$ cat config.mk
export PLATFORM = sky130hd
export DESIGN_NAME = password_lock_fsm
export DESIGN_NICKNAME = d
export VERILOG_FILES = /design/src/rtl/password_lock_fsm.sv
export SDC_FILE = /design/constraint.sdc
export NUM_CORES = 1
export LEC_CHECK = 0
export BUFFER_PORTS_ARGS = -buffer_cell sky130_fd_sc_hd__buf_2
export CORE_MARGIN = 2
export CORE_UTILIZATION = 43
export DETAILED_ROUTE_END_ITERATION = 8
export MAX_ROUTING_LAYER = met4
export PLACE_DENSITY = 0.66
export SYNTH_ARGS = -nofsm -noshare
export SYNTH_HDL_FRONTEND = slang
export SYNTH_SLANG_ARGS = --single-unit
$ cat constraint.sdc
create_clock -name clk100m -period 3.3 [get_ports clk100m]
set_input_delay 0.66 -clock clk100m [delete_from_list [all_inputs] [get_ports clk100m]]
set_output_delay 0.66 -clock clk100m [all_outputs]
set_load 0.005 [all_outputs]
$ cat src/rtl/password_lock_fsm.sv
// Multi-digit code lock: compares each strobed digit against the key, counts failed
// attempts and enforces a timed lockout. All outputs are registered.
module password_lock_fsm #(
  parameter int unsigned DIGIT_W        = 4,
  parameter int unsigned NUM_DIGITS     = 4,
  parameter int unsigned MAX_FAILS      = 3,
  parameter int unsigned LOCKOUT_CYCLES = 100000000,
  parameter int unsigned TIMEOUT_CYCLES = 0
) (
  input  logic                                            clk100m,
  input  logic                                            rst,
  input  logic [DIGIT_W-1:0]                              digit_in,
  input  logic                                            digit_valid,
  input  logic [DIGIT_W*NUM_DIGITS-1:0]                   key,
  input  logic                                            clear,
  input  logic                                            relock,
  output logic                                            ok,
  output logic                                            lockout,
  output logic                                            fail_pulse,
  output logic [$clog2(MAX_FAILS+1)-1:0]                  fail_cnt,
  output logic [((NUM_DIGITS > 1) ? $clog2(NUM_DIGITS) : 1)-1:0] digit_idx
);

  localparam int unsigned FC_W   = $clog2(MAX_FAILS + 1);
  localparam int unsigned IDX_W  = (NUM_DIGITS > 1) ? $clog2(NUM_DIGITS) : 1;
  localparam int unsigned LOCK_W = (LOCKOUT_CYCLES > 1) ? $clog2(LOCKOUT_CYCLES) : 1;
  localparam int unsigned IDLE_W = (TIMEOUT_CYCLES > 1) ? $clog2(TIMEOUT_CYCLES + 1) : 1;
  localparam bit          TIMEOUT_EN = (TIMEOUT_CYCLES > 0);
  localparam int unsigned IDLE_LAST  = TIMEOUT_EN ? (TIMEOUT_CYCLES - 1) : 0;

  localparam logic [IDX_W-1:0]  LAST_IDX  = IDX_W'(NUM_DIGITS - 1);
  localparam logic [FC_W-1:0]   FAIL_MAX  = FC_W'(MAX_FAILS);
  localparam logic [LOCK_W-1:0] LOCK_LOAD = LOCK_W'(LOCKOUT_CYCLES - 1);
  localparam logic [IDLE_W-1:0] IDLE_END  = IDLE_W'(IDLE_LAST);

  typedef enum logic [1:0] {
    S_ENTRY,
    S_VERDICT,
    S_UNLOCKED,
    S_LOCKOUT
  } state_t;

  state_t              r_state,      w_state_next;
  logic [IDX_W-1:0]    r_idx,        w_idx_next;
  logic                r_mismatch,   w_mismatch_next;
  logic [FC_W-1:0]     r_fail_cnt,   w_fail_cnt_next;
  logic [IDLE_W-1:0]   r_idle,       w_idle_next;
  logic [LOCK_W-1:0]   r_lock_tmr,   w_lock_tmr_next;
  logic                r_fail_pulse, w_fail_pulse_next;
  logic                r_ok;
  logic                r_lockout;
  logic [FC_W-1:0]     w_fail_inc;

  logic [DIGIT_W-1:0]  w_key_digit [NUM_DIGITS];

  for (genvar gi = 0; gi < NUM_DIGITS; gi++) begin : g_key
    assign w_key_digit[gi] = key[gi*DIGIT_W +: DIGIT_W];
  end

  // Saturating increment so the counter can never wrap past MAX_FAILS.
  assign w_fail_inc = (r_fail_cnt == FAIL_MAX) ? r_fail_cnt : r_fail_cnt + FC_W'(1);

  always_comb begin
    w_state_next      = r_state;
    w_idx_next        = r_idx;
    w_mismatch_next   = r_mismatch;
    w_fail_cnt_next   = r_fail_cnt;
    w_idle_next       = r_idle;
    w_lock_tmr_next   = r_lock_tmr;
    w_fail_pulse_next = 1'b0;

    case (r_state)
      S_ENTRY: begin
        if (clear) begin
          w_idx_next      = '0;
          w_mismatch_next = 1'b0;
          w_idle_next     = '0;
        end else if (digit_valid) begin
          w_mismatch_next = r_mismatch | (digit_in != w_key_digit[r_idx]);
          w_idle_next     = '0;
          if (r_idx == LAST_IDX) begin
            w_idx_next   = '0;
            w_state_next = S_VERDICT;
          end else begin
            w_idx_next = r_idx + IDX_W'(1);
          end
        end else if (TIMEOUT_EN && (r_idx != '0)) begin
          if (r_idle == IDLE_END) begin
            w_idx_next      = '0;
            w_mismatch_next = 1'b0;
            w_idle_next     = '0;
          end else begin
            w_idle_next = r_idle + IDLE_W'(1);
          end
        end
      end

      S_VERDICT: begin
        w_mismatch_next = 1'b0;
        if (!r_mismatch) begin
          w_state_next    = S_UNLOCKED;
          w_fail_cnt_next = '0;
        end else begin
          w_fail_pulse_next = 1'b1;
          w_fail_cnt_next   = w_fail_inc;
          if (w_fail_inc == FAIL_MAX) begin
            w_state_next    = S_LOCKOUT;
            w_lock_tmr_next = LOCK_LOAD;
          end else begin
            w_state_next = S_ENTRY;
          end
        end
      end

      S_UNLOCKED: begin
        if (relock) begin
          w_state_next = S_ENTRY;
        end
      end

      S_LOCKOUT: begin
        if (r_lock_tmr == '0) begin
          w_state_next    = S_ENTRY;
          w_fail_cnt_next = '0;
        end else begin
          w_lock_tmr_next = r_lock_tmr - LOCK_W'(1);
        end
      end

      default: begin
        w_state_next = S_ENTRY;
      end
    endcase
  end

  // ok/lockout are derived from the next state so they track the state register exactly.
  always_ff @(posedge clk100m or negedge rst) begin
    if (!rst) begin
      r_state      <= S_ENTRY;
      r_idx        <= '0;
      r_mismatch   <= 1'b0;
      r_fail_cnt   <= '0;
      r_idle       <= '0;
      r_lock_tmr   <= '0;
      r_fail_pulse <= 1'b0;
      r_ok         <= 1'b0;
      r_lockout    <= 1'b0;
    end else begin
      r_state      <= w_state_next;
      r_idx        <= w_idx_next;
      r_mismatch   <= w_mismatch_next;
      r_fail_cnt   <= w_fail_cnt_next;
      r_idle       <= w_idle_next;
      r_lock_tmr   <= w_lock_tmr_next;
      r_fail_pulse <= w_fail_pulse_next;
      r_ok         <= (w_state_next == S_UNLOCKED);
      r_lockout    <= (w_state_next == S_LOCKOUT);
    end
  end

  assign ok         = r_ok;
  assign lockout    = r_lockout;
  assign fail_pulse = r_fail_pulse;
  assign fail_cnt   = r_fail_cnt;
  assign digit_idx  = r_idx;

endmodule

==> flow_summary.toml, run 1 <==
[floorplanning]
chipHeight_um = 73.3
start_util_pct = 44.3
fp-row-count = 25
num_io_pins = 32
die-area_sq_mm = 0.00537
core_area_sq_mm = 0.00466
chipWidth_um = 73.3

[logic_synthesis]
syn_inst = 210
synth_edf_count = 0
synth_cell_type_count = 43
ys_top_cells_by_area = "dfrtp_1, mux2i_1, mux4_2"
synthArstFlopShare_pct = 100
synth_ff_type = "dfrtp_1"
synth_top_area_share_pct = 44.8
yosys_warnings = 0
ys_seq_area_share_pct = 44.8
synth_area_leader_cell = "dfrtp_1"
synth_area_per_cell_sq_um = 9.83
synth_area_sq_mm = 0.00206
ys_seq_elements = 37
syn_nets = 237

[place]
dp_hpwl_um = 3220
place_area_sq_mm = 0.00227
portBuffers = 31
gp_congestion = 0.820
place_inst = 287

[timing]
fmax_mhz = 387
rsz0062_at_grt = "false"
setup_violations = 0
finalCritPeriodShare_pct = 78.3
slew_viol_final = 0
finalHoldViolations = 0
max_slew_margin_pct = 44.6
setup_tns_ns = 0
period_minus_slack_ns = 2.59
tightest_slew_ns = 0.832
finClkSkew_ns = 0.00845

[clock_network]
clock-sinks = 37
hold_buffers = 0
ctsResizeCount = 0
h-tree-depth = 2
cts_root_buf = "clkbuf_8"
cts.clk_slew.worst_paths_ns = 0.08
cts_setup_buffers = 0
clock_path_buffers = 2
clock_latency_ns = 0.29
cts_buffers = 5
cts_tree = "yes"

[worst_setup_path]
cpPeakStageDelay_ns = 0.71
cp_top_family = "simple AND/OR/NAND/NOR gates"
cp_cell_sequence = "or4_1 > or4_4 > nor4b_1 > or4_1 > nand3_1"
arrival_ns = 2.72
critPathBufInv = 0
path_class = "flip-flop to flip-flop"
cp_max_fo = 6
path_common_cell = "or4_1"
crit_path_end_kind = "flip-flop"
crit_path_start_kind = "flip-flop"
slowest_stage = "nor4b_1"
critPathRequiredTime_ns = 3.44

[drt]
vias_per_cell = 5.89
drtIter0Drc = 120
drt-pass1-iter-count = 4
vias = 1737
ant_nets = 0
drc_errors = 0
detail_route.wl_per_cell_um = 15.6
finalWirelength_um = 4610

[layout]
drive_gt1_share_pct = 20.3
final_cell_mix = "dfrtp_1, buf_2, nor2_1, nand2_1, nor3_1"
post-route-util_pct = 50.4
final_area_sq_mm = 0.00235
syn_to_final_growth_pct = 13.8
final_common_cell = "dfrtp_1"
stdcell_count = 295
antenna_cells = 0
fin_nets = 267

[pwr]
irDropWorstVdd_mv = 0.339
leakage_nw = 1.12
power_w = 0.00191
cellPowerDensity_mw_per_mm2 = 814

[grt]
grt_max_degree = 38
grt-ovfl-total = 0
antenna_found_initial = 0
track_usage_pct = 19.5
grt_pass1_wl_um = 7890
grt_pass1_vias = 1687

[worst_hold_path]
worstHoldPathType = "input port to asynchronous set/reset pin"

[outcome]
outcome = "complete, no violations"

[flow_run]
drv_cap = 0
per-stage QoR:
stage	hold slack [ns]	setup WS (ns)
3_5_place_dp	0.515	0.774
6_report	0.462	0.715
2_1_floorplan	0.364	0.875
5_1_grt	0.532	0.567
4_1_cts	0.496	0.710
3_3_place_gp	0.498	0.798
cell type report:
cell class / instances / area, sq um
fillers: 460 / 2310
multi-input cells: 160 / 1090
flip-flops and latches: 37 / 926
repair buffers: 32 / 163
clock buffers: 6 / 72.6
well taps: 54 / 67.6
inverters: 4 / 15.0
clock inverters: 2 / 10.0
state kept, by name, indices dropped and copies added (netlist names):
| name | cells |
|---|---|
| ok | 1 |
| fail_pulse | 1 |
| fail_cnt | 2 |
| lockout | 1 |
| digit_idx | 2 |
| r_mismatch | 1 |
| r_state | 2 |
| r_lock_tmr | 27 |
cells by family (layout without fill, tap and decap cells):
| family | after synthesis | in the layout | share of synthesized area, % |
|---|---|---|---|
| flops | 37 | 37 | 44.8 |
| simple gates | 102 | 102 | 27.8 |
| mux | 16 | 16 | 10.3 |
| fa+ha+maj | 2 | 2 | 1.21 |
| buf+inv | 13 | 44 | 2.54 |
| xor+xnor | 4 | 4 | 1.70 |
| compound gates | 36 | 36 | 11.6 |
path summary, 6_finish.rpt:
path | startpoint | endpoint | slack, ns | depth (start not counted)
worst max-delay path | r_lock_tmr[13] | r_lock_tmr[20] | 0.71 | 5
worst min-delay path | rst | r_lock_tmr[4] | 0.46 | 1
worst max register to register | r_lock_tmr[13] | r_lock_tmr[20] | 0.71 | 5
worst min register to register | r_lock_tmr[17] | r_lock_tmr[17] | 0.53 | 1
max in group asynchronous | rst | r_lock_tmr[23] | 2.31 | 1
min in group clk100m | r_lock_tmr[17] | r_lock_tmr[17] | 0.53 | 1
power breakdown:
group | total (W) | internal (W) | leakage (nW) | switching [W]
registers | 0.000673 | 0.000551 | 0.503 | 0.000123
logic | 0.000931 | 0.000370 | 0.572 | 0.000561
clock network | 0.000306 | 0.000146 | 0.0450 | 0.000160
worst register-to-register path, cell delays in order, from the launching register on:
cell     delay [ns]
dfrtp_1        0.43
or4_1          0.53
or4_4          0.49
nor4b_1        0.71
or4_1          0.21
nand3_1        0.07
routing by layer:
layer,up-vias,global-route usage [%],routed length [um]
li1,857,-,-
met4,0,6.06,49
met2,32,28.4,2180
met3,5,3.29,191
met1,843,27.9,2190
met5,-,-,0
Yosys cell counts, types with 2 or more instances:
cell type	instances
or3_1	11
o41ai_1	3
xor2_1	4
nor3b_1	4
nand2_1	14
inv_1	4
mux2_2	2
or4_1	10
mux4_2	4
o31ai_1	6
nand2b_1	2
nor4b_1	2
ha_1	2
buf_2	3
nor2_1	14
and2_1	2
mux2i_1	10
nand3_1	11
a21oi_1	7
nor3_1	13
nor2b_1	6
and3_1	2
dfrtp_1	37
nor4_1	5
o21ai_0	9
clkbuf_1	6
No activity file was read; power rests on OpenSTA's default activity.
==> run 2: changes to the inputs <==
==> constraint.sdc (replaced) <==
create_clock -name clk100m -period 2.4 [get_ports clk100m]
set_input_delay 0.48 -clock clk100m [delete_from_list [all_inputs] [get_ports clk100m]]
set_output_delay 0.48 -clock clk100m [all_outputs]
set_load 0.005 [all_outputs]
==> flow_summary.toml, run 2 (same netlist as run 1, synthesis figures left out) <==
[layout]
num-fill-cells = 420
top_register = "r_lock_tmr"
stdcell_count = 319
fin_nets = 291
final_area_sq_mm = 0.00264
final_cell_mix = "dfrtp_1, buf_2, buf_4"
antenna_cells = 0
final_common_cell = "dfrtp_1"
largest_register_ffs = 27
drive_gt1_share_pct = 32.1
syn_to_final_growth_pct = 27.7

[timing]
final.setup.worst_slack_ns = -0.0200
tightest_slew_ns = 0.813
fmax_mhz = 413
hold_slack_ns = 0.274
rsz0062_at_grt = "true"
finClkSkew_ns = 0.00490
slew_viol_final = 0
setup_violations = 2
finalCritPeriodShare_pct = 101
period_minus_slack_ns = 2.42
finalHoldViolations = 0
max_slew_margin_pct = 45.8

[pwr]
power.internal_w = 0.00184
power_w = 0.00313
irDropWorstVdd_mv = 0.602
leakage_nw = 1.28
cellPowerDensity_mw_per_mm2 = 1190
power_frac_clock_pct = 13.5
seqPwrFrac_pct = 29.5
p_switching_w = 0.00129
power_frac_comb_pct = 56.9
swShare_pct = 41.3

[drt]
vias_per_cell = 5.83
highest_layer = "met4"
drtIter0Drc = 93
finalWirelength_um = 4920
ant_nets = 0
wl_met1_um = 2300
drc_errors = 0
detail_route.wl_per_cell_um = 15.4
route.met3.wl_um = 156
drt-pass1-iter-count = 4
wl_met2_um = 2390
vias = 1861

[worst_setup_path]
arrival_ns = 2.65
critPathRequiredTime_ns = 2.63
path_common_cell = "or4_4"
crit_path_start_kind = "flip-flop"
cp_max_fo = 4
path_class = "flip-flop to flip-flop"
slowest_stage = "or4_4"
cp_cell_sequence = "buf_4 > or4_4 > or3_4 > or4_4 > or4_4 > nand3_2"
cpPeakStageDelay_ns = 0.50
cp_top_family = "simple AND/OR/NAND/NOR gates"
crit_path_end_kind = "flip-flop"
critPathBufInv = 1

[worst_hold_path]
worstHoldPathType = "input port to asynchronous set/reset pin"

[clock_network]
cts_root_buf = "clkbuf_8"
hold_buffers = 0
clock_latency_ns = 0.29
clock-sinks = 37
cts_buffers = 5
cts.clk_slew.worst_paths_ns = 0.07
h-tree-depth = 2
clock_path_buffers = 2
cts_tree = "yes"

[floorplanning]
num_io_pins = 32
fp-row-count = 25
start_util_pct = 44.3
chipHeight_um = 73.3
core_area_sq_mm = 0.00466
chipWidth_um = 73.3
die-area_sq_mm = 0.00537

[grt]
track_usage_pct = 19.1
grt_pass1_wl_um = 7730
antenna_found_initial = 0
grt_pass1_vias = 1730
grt-ovfl-total = 0
grt_max_degree = 38

[place]
place_inst = 305
dp_slack_ns = -0.0250
portBuffers = 31
dp_hpwl_um = 3270
place_area_sq_mm = 0.00241
gp_congestion = 0.731

[outcome]
violations = "setup timing"
outcome = "finished, violations left"

[flow_run]
drv_cap = 0
run 2: changes by cell type in the layout (fill, tap and decap cells not counted), sizes merged:
cell,change
buf,+22
clkbuf,+2
run 2: worst reg2reg max path, cell delays in order (launching register included):
cell and delay [ns]:
dfrtp_1 0.38, buf_4 0.14, or4_4 0.50, or3_4 0.34, or4_4 0.45, or4_4 0.49
nand3_2 0.07
run 2: power groups by stage:
stage	Combinational, W	Sequential, W	Clock [W]
final	0.00178	0.000923	0.000424
after global routing	0.00195	0.000950	0.000464
after CTS	0.00163	0.000915	0.000433
after detailed placement	0.00157	0.000922	0
after global placement	0.00156	0.000919	0
after floorplan	0.000979	0.000878	0
run 2: worst paths after layout:
path	startpoint	end	slack, ns	cells past startpoint
worst max-delay path	r_lock_tmr[15]	r_lock_tmr[22]	-0.02	6
worst min-delay path	rst	r_lock_tmr[4]	0.27	1
worst max register to register	r_lock_tmr[15]	r_lock_tmr[22]	-0.02	6
worst min register to register	r_lock_tmr[8]	r_lock_tmr[8]	0.51	1
max in group asynchronous	rst	r_lock_tmr[19]	1.60	1
min in group clk100m	r_lock_tmr[8]	r_lock_tmr[8]	0.51	1
run 2: final cells by class:
class | count | area (sq um) | share of cell area, %
repair buffers | 56 | 398 | 15.1
flip-flops and latches | 37 | 926 | 35.1
well taps | 54 | 67.6 | 2.56
clock buffers | 6 | 72.6 | 2.75
clock inverters | 2 | 10.0 | 0.380
inverters | 4 | 15.0 | 0.570
multi-input cells | 160 | 1150 | 43.5
run 2: metal layers:
layer / up-vias / track usage [%]
met1: 911 / 25.2
met3: 9 / 3.84
li1: 906 / -
met2: 35 / 29.8
met4: 0 / 5.86
met5: - / -
run 2: repair_timing:
action / in CTS / in global routing
gates cloned: 0 / 2
setup endpoints to repair: 4 / 23
pin swaps: 0 / 7
endpoints found under the hold margin: 0 / 0
setup buffers: 0 / 4
gates resized for setup: 4 / 11
run 2: stage by stage:
step	utilization (%)	TNS [ns]
4_1_cts	53.8	-0.0113
2_1_floorplan	-	-0.0250
3_5_place_dp	51.8	-0.0535
3_3_place_gp	51.8	0
6_report	56.6	-0.0391
5_1_grt	56.6	-0.737
==> run 3: changes to the inputs <==
--- a/config.mk
+++ b/config.mk
@@ -7,10 +7,10 @@
 export LEC_CHECK = 0
 export BUFFER_PORTS_ARGS = -buffer_cell sky130_fd_sc_hd__buf_2
 export CORE_MARGIN = 2
-export CORE_UTILIZATION = 43
+export CORE_UTILIZATION = 56
 export DETAILED_ROUTE_END_ITERATION = 8
 export MAX_ROUTING_LAYER = met4
-export PLACE_DENSITY = 0.66
+export PLACE_DENSITY = 0.82
 export SYNTH_ARGS = -nofsm -noshare
 export SYNTH_HDL_FRONTEND = slang
 export SYNTH_SLANG_ARGS = --single-unit
==> flow_summary.toml, run 3 (same netlist as run 1, synthesis figures left out) <==
[clock_network]
hold_buffers = 0
clock_latency_ns = 0.30
cts_buffers = 5
clock-sinks = 37
h-tree-depth = 2
clock_path_buffers = 2
cts_tree = "yes"
cts_root_buf = "clkbuf_8"
cts.clk_slew.worst_paths_ns = 0.08

[worst_setup_path]
path_class = "flip-flop to flip-flop"
slowest_stage = "or4_4"
endpoint = "r_lock_tmr[20]"
startpoint = "r_lock_tmr[15]"
critPathRequiredTime_ns = 2.63
crit_path_start_kind = "flip-flop"
r2r_slack_ns = -0.002
r2r_start = "r_lock_tmr[15]"
arrival_ns = 2.63
rr_worst_depth = 6
timing.rr.end = "r_lock_tmr[20]"
cp_max_fo = 5
cp_cell_sequence = "buf_4 > or4_4 > or3_4 > or4_4 > or4_1 > nand3_1"
crit_path_end_kind = "flip-flop"
cpPeakStageDelay_ns = 0.50
path_common_cell = "or4_4"

[pwr]
leakage_nw = 1.26
cellPowerDensity_mw_per_mm2 = 1190
irDropWorstVdd_mv = 0.699
power_w = 0.00311

[floorplanning]
chipWidth_um = 64.7
fp-row-count = 22
die-area_sq_mm = 0.00419
num_io_pins = 32
core_area_sq_mm = 0.00361
start_util_pct = 57.3
chipHeight_um = 64.7

[timing]
max_slew_margin_pct = 45.0
hold_slack_ns = 0.275
period_minus_slack_ns = 2.40
finalCritPeriodShare_pct = 100
finClkSkew_ns = 0.00749
rsz0062_at_grt = "true"
final.setup.worst_slack_ns = -0.00193
setup_tns_ns = -0.00193
slew_viol_final = 0
setup_violations = 1
tightest_slew_ns = 0.825
finalHoldViolations = 0
fmax_mhz = 416

[drt]
drt-pass1-iter-count = 4
vias = 1872
detail_route.wl_per_cell_um = 15.9
vias_per_cell = 6.08
drtIter0Drc = 177
finalWirelength_um = 4910
ant_nets = 0
drc_errors = 0

[outcome]
outcome = "finished, violations left"
violations = "setup timing"

[layout]
fin_nets = 286
final_cell_mix = "dfrtp_1, buf_2, buf_4"
top_register = "r_lock_tmr"
drive_gt1_share_pct = 30.8
stdcell_count = 308
largest_register_ffs = 27
antenna_cells = 0
syn_to_final_growth_pct = 26.2
final_common_cell = "dfrtp_1"

[place]
portBuffers = 31
dp_slack_ns = -0.0594
place_inst = 297
gp_congestion = 0.864
dp_hpwl_um = 3470

[grt]
use_met1_pct = 34.0
top_usage_layer = "met2"
use_met2_pct = 40.2
grt_pass1_vias = 1810
grt-ovfl-total = 0
grt_max_degree = 38
track_usage_pct = 26.2
grt_pass1_wl_um = 8170
antenna_found_initial = 0
grt_use_met3_pct = 6.08

[worst_hold_path]
worstHoldPathType = "input port to asynchronous set/reset pin"

[flow_run]
drv_cap = 0
run 3: how the worst min path moves through the flow:
stage,start,to,cells after the start
global route,rst,r_lock_tmr[4],1
floorplan,rst,digit_idx[0],0
finish,rst,r_lock_tmr[4],1
global placement,r_lock_tmr[8],r_lock_tmr[8],1
CTS,rst,r_lock_tmr[4],1
detailed placement,r_lock_tmr[8],r_lock_tmr[8],1
run 3: power by group:
part / leakage [nW] / switching [W] / internal [W] / total, W
logic: 0.703 / 0.000878 / 0.000833 / 0.00171
clock network: 0.0542 / 0.000221 / 0.000259 / 0.000480
registers: 0.503 / 0.000163 / 0.000757 / 0.000920
total: 1.26 / 0.00126 / 0.00185 / 0.00311
run 3: what timing repair did:
action | CTS | global route
setup buffers | 0 | 2
gates cloned | 0 | 2
endpoints found under the setup margin | 5 | 18
pin swaps | 1 | 2
gates resized for setup | 6 | 9
run 3: per-layer routing:
| layer | share of wire, % | up-vias | wire length, um |
|---|---|---|---|
| li1 | - | 895 | - |
| met1 | 44 | 907 | 2150 |
| met2 | 49 | 60 | 2400 |
| met3 | 5.3 | 10 | 259 |
| met4 | 2.2 | 0 | 106 |
| met5 | 0 | - | 0 |
run 3: per-stage QoR:
stage | utilization (%) | cell area, sq um
2_1_floorplan | - | 2060
3_3_place_gp | 66.3 | 2390
3_5_place_dp | 66.3 | 2390
4_1_cts | 69.7 | 2510
5_1_grt | 72.3 | 2610
6_report | 72.3 | 2610
run 3: layout make-up:
type / instances / area, sq um
Multi-Input combinational cell: 160 / 1140
Sequential cell: 37 / 926
Clock inverter: 1 / 5.00
Fill cell: 266 / 1000
Timing Repair Buffer: 51 / 360
Tap cell: 48 / 60.1
Clock buffer: 7 / 96.3
Inverter: 4 / 15.0
run 3: critical path: cells and delay by family, from the launching register on:
| family | cells | cell delay, ns |
|---|---|---|
| and+or+nand+nor | 5 | 1.80 |
| DFF | 1 | 0.39 |
| buffers and inverters | 1 | 0.15 |
